`src/rtl/btn_scan_pkg.sv`:
```
// Shared constants for the button scan controller: register map, FSM states
// and the CTRL enable bit position.
package btn_scan_pkg;

   localparam logic [1:0] REG_STATE   = 2'd0;
   localparam logic [1:0] REG_PENDING = 2'd1;
   localparam logic [1:0] REG_IRQ_EN  = 2'd2;
   localparam logic [1:0] REG_CTRL    = 2'd3;

   localparam int CTRL_EN_BIT = 0;

   typedef enum logic {
      IDLE = 1'b0,
      SCAN = 1'b1
   } scan_state_t;

endpackage

```
`src/rtl/btn_sync2.sv`:
```
// Two-flop synchronizer bringing raw asynchronous button levels into the
// clk_i domain.
module btn_sync2 #(
   parameter int WIDTH = 4
) (
   input  logic             clk_i,
   input  logic             rst_i,
   input  logic [WIDTH-1:0] raw,
   output logic [WIDTH-1:0] sync
);

   logic [WIDTH-1:0] meta;

   // NOTE: state is updated with non-blocking assignments so every flop
   // samples the pre-edge value of its source, which is what makes this a chain.
   always_ff @(posedge clk_i) begin
      if (!rst_i) begin
         meta <= '0;
         sync <= '0;
      end else begin
         meta <= raw;
         sync <= meta;
      end
   end

endmodule

```
`src/rtl/btn_scan_ctrl.sv`:
```
// Debounce controller: a slow sample tick launches a scan that walks every
// button through one shared compare/count datapath, plus a small register file.
module btn_scan_ctrl
   import btn_scan_pkg::*;
#(
   parameter int N_BTN      = 4,
   parameter int TICK_DIV   = 10000,
   parameter int STABLE_CNT = 4
) (
   input  logic             clk_i,
   input  logic             rst_i,
   input  logic [N_BTN-1:0] btn_i,
   input  logic             we_i,
   input  logic [3:0]       addr_i,
   input  logic [31:0]      wdata_i,
   output logic [31:0]      rdata_o,
   output logic             irq_o
);

   localparam int PW = (TICK_DIV > 1) ? $clog2(TICK_DIV) : 1;
   localparam int IW = (N_BTN > 1) ? $clog2(N_BTN) : 1;
   localparam logic [PW-1:0] PRESC_LAST   = PW'(TICK_DIV - 1);
   localparam logic [IW-1:0] IDX_LAST     = IW'(N_BTN - 1);
   localparam logic [3:0]    STABLE_LIMIT = 4'(STABLE_CNT);

   logic [N_BTN-1:0] sync;
   logic [PW-1:0]    presc;
   logic             tick;
   scan_state_t      fsm_state, fsm_next;
   logic [IW-1:0]    idx, idx_next;
   logic [3:0]       cnt [N_BTN];
   logic [N_BTN-1:0] btn_state;
   logic [N_BTN-1:0] pending;
   logic [N_BTN-1:0] irq_en;
   logic             en;

   logic             scanning, cur_sync, cur_state, differs, accept;
   logic [3:0]       cur_cnt, cnt_inc;
   logic [N_BTN-1:0] set_vec, clr_vec;

   btn_sync2 #(.WIDTH(N_BTN)) u_sync (
      .clk_i (clk_i),
      .rst_i (rst_i),
      .raw   (btn_i),
      .sync  (sync)
   );

   // Tick is registered, so it is high for the one cycle after the wrap to 0.
   always_ff @(posedge clk_i) begin
      if (!rst_i) begin
         presc <= '0;
         tick  <= 1'b0;
      end else begin
         tick <= 1'b0;
         if (en) begin
            if (presc == PRESC_LAST) begin
               presc <= '0;
               tick  <= 1'b1;
            end else begin
               presc <= presc + PW'(1);
            end
         end
      end
   end

   always_ff @(posedge clk_i) begin
      if (!rst_i) begin
         fsm_state <= IDLE;
         idx       <= '0;
      end else begin
         fsm_state <= fsm_next;
         idx       <= idx_next;
      end
   end

   // NOTE: every variable driven here gets a default first, so no path can
   // leave it unassigned and infer a latch.
   always_comb begin
      fsm_next = fsm_state;
      idx_next = idx;
      case (fsm_state)
         IDLE: begin
            if (tick) begin
               fsm_next = SCAN;
               idx_next = '0;
            end
         end
         SCAN: begin
            idx_next = idx + IW'(1);
            if (idx == IDX_LAST) fsm_next = IDLE;
         end
         default: fsm_next = IDLE;
      endcase
   end

   // Shared datapath: only the button selected by idx is examined each cycle.
   always_comb begin
      scanning  = (fsm_state == SCAN);
      cur_sync  = sync[idx];
      cur_state = btn_state[idx];
      cur_cnt   = cnt[idx];
      cnt_inc   = cur_cnt + 4'd1;
      differs   = cur_sync ^ cur_state;
      accept    = scanning && differs && (cnt_inc == STABLE_LIMIT);
      set_vec   = '0;
      if (accept && !cur_state) set_vec[idx] = 1'b1;
      clr_vec   = '0;
      if (we_i && addr_i[3:2] == REG_PENDING) clr_vec = wdata_i[N_BTN-1:0];
   end

   // NOTE: the per-button counters are a small flop array, not a RAM, and are
   // cleared on reset because acceptance depends on their starting value.
   always_ff @(posedge clk_i) begin
      if (!rst_i) begin
         cnt       <= '{default: '0};
         btn_state <= '0;
      end else if (scanning) begin
         if (!differs) begin
            cnt[idx] <= '0;
         end else if (accept) begin
            cnt[idx]       <= '0;
            btn_state[idx] <= ~cur_state;
         end else begin
            cnt[idx] <= cnt_inc;
         end
      end
   end

   // A rising acceptance in the same cycle as a W1C of that bit keeps it set.
   always_ff @(posedge clk_i) begin
      if (!rst_i) begin
         pending <= '0;
         irq_en  <= '0;
         en      <= 1'b1;
      end else begin
         pending <= (pending & ~clr_vec) | set_vec;
         if (we_i && addr_i[3:2] == REG_IRQ_EN) irq_en <= wdata_i[N_BTN-1:0];
         if (we_i && addr_i[3:2] == REG_CTRL)   en     <= wdata_i[CTRL_EN_BIT];
      end
   end

   always_comb begin
      rdata_o = '0;
      case (addr_i[3:2])
         REG_STATE:   rdata_o[N_BTN-1:0]   = btn_state;
         REG_PENDING: rdata_o[N_BTN-1:0]   = pending;
         REG_IRQ_EN:  rdata_o[N_BTN-1:0]   = irq_en;
         REG_CTRL:    rdata_o[CTRL_EN_BIT] = en;
         default:     rdata_o              = '0;
      endcase
   end

   assign irq_o = |(pending & irq_en);

   logic unused_bits;
   assign unused_bits = &{1'b0, addr_i[1:0], wdata_i[31:N_BTN]};

endmodule

```
`config.mk`:
```
export PLATFORM = sky130hd
export DESIGN_NAME = btn_scan_ctrl
export DESIGN_NICKNAME = d
export VERILOG_FILES = /design/src/rtl/btn_scan_pkg.sv /design/src/rtl/btn_sync2.sv /design/src/rtl/btn_scan_ctrl.sv
export SDC_FILE = /design/constraint.sdc
export NUM_CORES = 1
export LEC_CHECK = 0
export ABC_AREA = 1
export BUFFER_PORTS_ARGS = -buffer_cell sky130_fd_sc_hd__buf_2
export CAP_MARGIN = 20
export CORE_MARGIN = 5
export CORE_UTILIZATION = 53
export CTS_CLUSTER_DIAMETER = 80
export DETAILED_ROUTE_END_ITERATION = 12
export PLACE_DENSITY = 0.79
export RECOVER_POWER = 50
export SLEW_MARGIN = 10
export SYNTH_ARGS = -nofsm -noshare
export SYNTH_HDL_FRONTEND = slang
export SYNTH_SLANG_ARGS = --single-unit
```
`constraint.sdc`:
```
create_clock -name clk_i -period 2.5 [get_ports clk_i]
set_clock_uncertainty 0.15 [all_clocks]
set_input_delay 0.125 -clock clk_i [delete_from_list [all_inputs] [get_ports clk_i]]
set_output_delay 0.125 -clock clk_i [all_outputs]
set_load 0.01 [all_outputs]
```
==> results.yml <==
clocking:
  cts_sinks: 55
  h-tree-depth: 2
  clk_pin_slew_ns: 0.10
  clk-insertion-delay-late_ns: 0.32
  post_cts_buffers: 0
  cts_root_buf: "clkbuf_8"
  clockBufferDepth: 2
  cts_tree: "built"
  cts_buffers: 5
setup_path:
  crit_path_cell_trace: "buf_4, nand2_1, nand3_1, nand2_1, inv_1, ha_1, nand3b_1, nand2_1, nand2_2, nor2_4, nand2_8, nand3_1, nand2_2, o21ai_0, nor2_1"
  critPathLaunchType: "flop"
  cp_common_cell: "nand2_1"
  path_buf_inv: 2
  worst-endpoint-arrival_ns: 2.47
  required_ns: 2.57
  crit_path_end_kind: "flop"
  crit_type: "reg -> reg"
  crit_fanout: 14
  cpPeakStageDelay_ns: 0.36
  cp_slowest_cell: "dfxtp_1"
  critical-path-top-delay-family: "simple AND/OR/NAND/NOR gates"
hold_path:
  min_path_type: "in -> reg"
global_routing:
  grt_max_degree: 26
  met2_usage_pct: 31.3
  grt_util_met3_pct: 4.56
  antenna_found_initial: 0
  grt_usage_pct: 18.2
  grt_pass1_vias: 2592
  grt-busiest-layer: "met2"
  grt_pass1_wl_um: 11200
  grt_use_met1_pct: 22.9
  grt-ovfl-total: 0
yosys:
  ys.flop_type: "dfxtp_1"
  synth_cell_type_count: 32
  yosysSeqAreaShare_pct: 35.8
  yosys_warnings: 0
  ys_ff_latch: 55
  synth_edf_count: 0
  syn_area_um2: 3080
  synth-async-reset-ratio_pct: 0
  avgSynthCellArea_um2: 6.66
  synth_cells: 462
detailed_routing:
  drt-pass1-iter-count: 4
  wl_um: 6710
  ant_nets: 0
  post_drt_wl_per_cell_um: 11.8
  drt-initial-drc-count: 188
  via_per_inst: 4.97
  drc_errors: 0
  vias: 2823
floorplanning:
  ios: 76
  dieHeight_um: 86.2
  core-area_um2: 5570
  die_w_um: 86.2
  die_area_um2: 7430
  rows: 27
  start_util_pct: 55.2
timing:
  drv_slew: 0
  period_needed_ns: 2.40
  grt_setup_unrepaired: "yes"
  period_share_pct: 96.0
  setup_viol: 0
  max_freq_mhz: 417
  whs_ns: 0.0483
  hold_viol_final: 0
final_layout:
  drive_gt1_share_pct: 9.27
  final_cells: 568
  ff_latch_area_um2: 1100
  antennaDiodeCount: 0
  num-fill-cells: 496
  area_growth_pct: 11.0
  multiInputGateArea_um2: 1620
  layout.nets: 545
placed_design:
  numPlacedInstances: 548
  port_buffers: 17
  post-dp-hpwl_um: 4780
  finalWeightedCongestion: 0.842
pwr:
  leakagePower_nw: 1.55
  p_per_area_nw_per_um2: 486
  power_mw: 1.66
  peakVddDrop_uv: 331
job:
  drv_cap: 0
run_status:
  outcome: "finished clean"
[flip-flops by register name, indices dropped and copies added (netlist names)]
register and cells:
u_sync.sync 4, en 1, fsm_state 1, cnt 16
u_sync.meta 4, presc 14, btn_state 4, idx 2
tick 1, irq_en 4, pending 4
[cells in the final DEF, fill, tap and decap left out, types with 2 or more instances in the layout]
master	Yosys	final
nor3b_1	2	2
dfxtp_1	55	55
buf_2	3	11
o221ai_1	3	3
ha_1	7	7
inv_1	56	56
nor3_1	5	5
nor2_4	2	2
nor4_1	2	2
dlygate4sd3_1	0	12
o211ai_1	3	3
nand2_2	7	9
nand2_4	3	2
clkbuf_8	0	6
nand2_8	0	2
nor2_1	56	56
buf_4	29	8
a21oi_1	28	28
o21ai_1	1	3
conb_1	1	28
nand2_1	123	120
o21ai_0	28	26
clkbuf_1	4	6
o22ai_1	6	6
nand3_1	27	26
[kinds of logic (layout without fill, tap and decap cells)]
kind of cell / count (synthesis) / after routing / share of synthesized area, %
AND/OR/NAND/NOR: 231 / 231 / 32.4
buffers and inverters: 96 / 103 / 15.9
XOR/XNOR: 1 / 1 / 0.285
other: 1 / 28 / 0.122
AO/OA/AOI/OAI: 70 / 70 / 12.4
multiplexers: 1 / 1 / 0.325
adder cells (fa/ha/maj): 7 / 7 / 2.85
flip-flops: 55 / 55 / 35.8
[per-layer routing]
metal / vias up / share of wire, %
met5: - / 0
met2: 84 / 48
met1: 1258 / 44
li1: 1477 / -
met4: 0 / 0.63
met3: 4 / 7.7
[cells in the mapped netlist, types with 2 or more instances]
library cell	number	share of area, %
nor4_1	2	0.41
a21oi_1	28	4.6
dfxtp_1	55	36
o221ai_1	3	0.85
nor3_1	5	0.81
buf_4	29	7.1
ha_1	7	2.8
nand3_1	27	4.4
o21ai_0	28	4.6
o211ai_1	3	0.73
buf_6	2	0.73
nand2_4	3	1.1
nand2_2	7	1.4
buf_2	3	0.49
nor2_1	56	6.8
inv_1	56	6.8
nor3b_1	2	0.49
clkbuf_1	4	0.49
o22ai_1	6	1.2
nand2_1	123	15
nor2_4	2	0.73
[final timing paths]
| path | from | endpoint | slack, ns | depth (start not counted) |
|---|---|---|---|---|
| hold reg to reg | u_sync.meta[2]$_SDFF_PN0_ | u_sync.sync[2]$_SDFF_PN0_ | 0.27 | 2 |
| hold / removal | we_i | pending[0]$_SDFF_PN0_ | 0.05 | 4 |
| setup reg to reg | idx[0]$_SDFFE_PN0P_ | cnt[11]$_SDFFE_PN0P_ | 0.10 | 15 |
| setup / recovery | idx[0]$_SDFFE_PN0P_ | cnt[11]$_SDFFE_PN0P_ | 0.10 | 15 |
[worst reg2reg max path, cell delays in order, from the launching register on]
cell	delay, ns
dfxtp_1	0.36
buf_4	0.18
nand2_1	0.08
nand3_1	0.07
nand2_1	0.11
inv_1	0.07
ha_1	0.20
nand3b_1	0.15
nand2_1	0.08
nand2_2	0.08
nor2_4	0.14
nand2_8	0.13
nand3_1	0.14
nand2_2	0.11
o21ai_0	0.19
nor2_1	0.05
[timing repair]
action                                 4_1_cts  5_1_grt
gates resized for setup                      0       10
endpoints found under the hold margin       13        0
setup endpoints to repair                    0       16
hold buffers                                12        0
[layout make-up]
| type | instances | share of cell area (%) |
|---|---|---|
| clock buffer | 6 | 2.42 |
| clock inverter | 2 | 1.14 |
| inverter | 58 | 6.45 |
| multi-input combinational | 338 | 47.6 |
| sequential | 55 | 32.2 |
| tap | 72 | 2.64 |
| timing repair buffer | 37 | 7.55 |
[metrics by stage]
step / utilization, % / worst slack, ns / instance area (um2) / TNS, ns
after global placement: 56.4 / 0.211 / 3140 / 0
after global routing: 61.3 / -0.0471 / 3410 / -0.0814
after detailed placement: 56.4 / 0.147 / 3140 / 0
final: 61.3 / 0.101 / 3410 / 0
after floorplan: - / 0.255 / 3180 / 0
after CTS: 60.7 / 0.113 / 3380 / 0
[where the power goes]
part           total, mW  internal, mW  switching [mW]
Sequential         0.899         0.891         0.00834
Combinational      0.122        0.0435          0.0790
Clock              0.636         0.330           0.306
No activity file was read; power rests on OpenSTA's default activity.
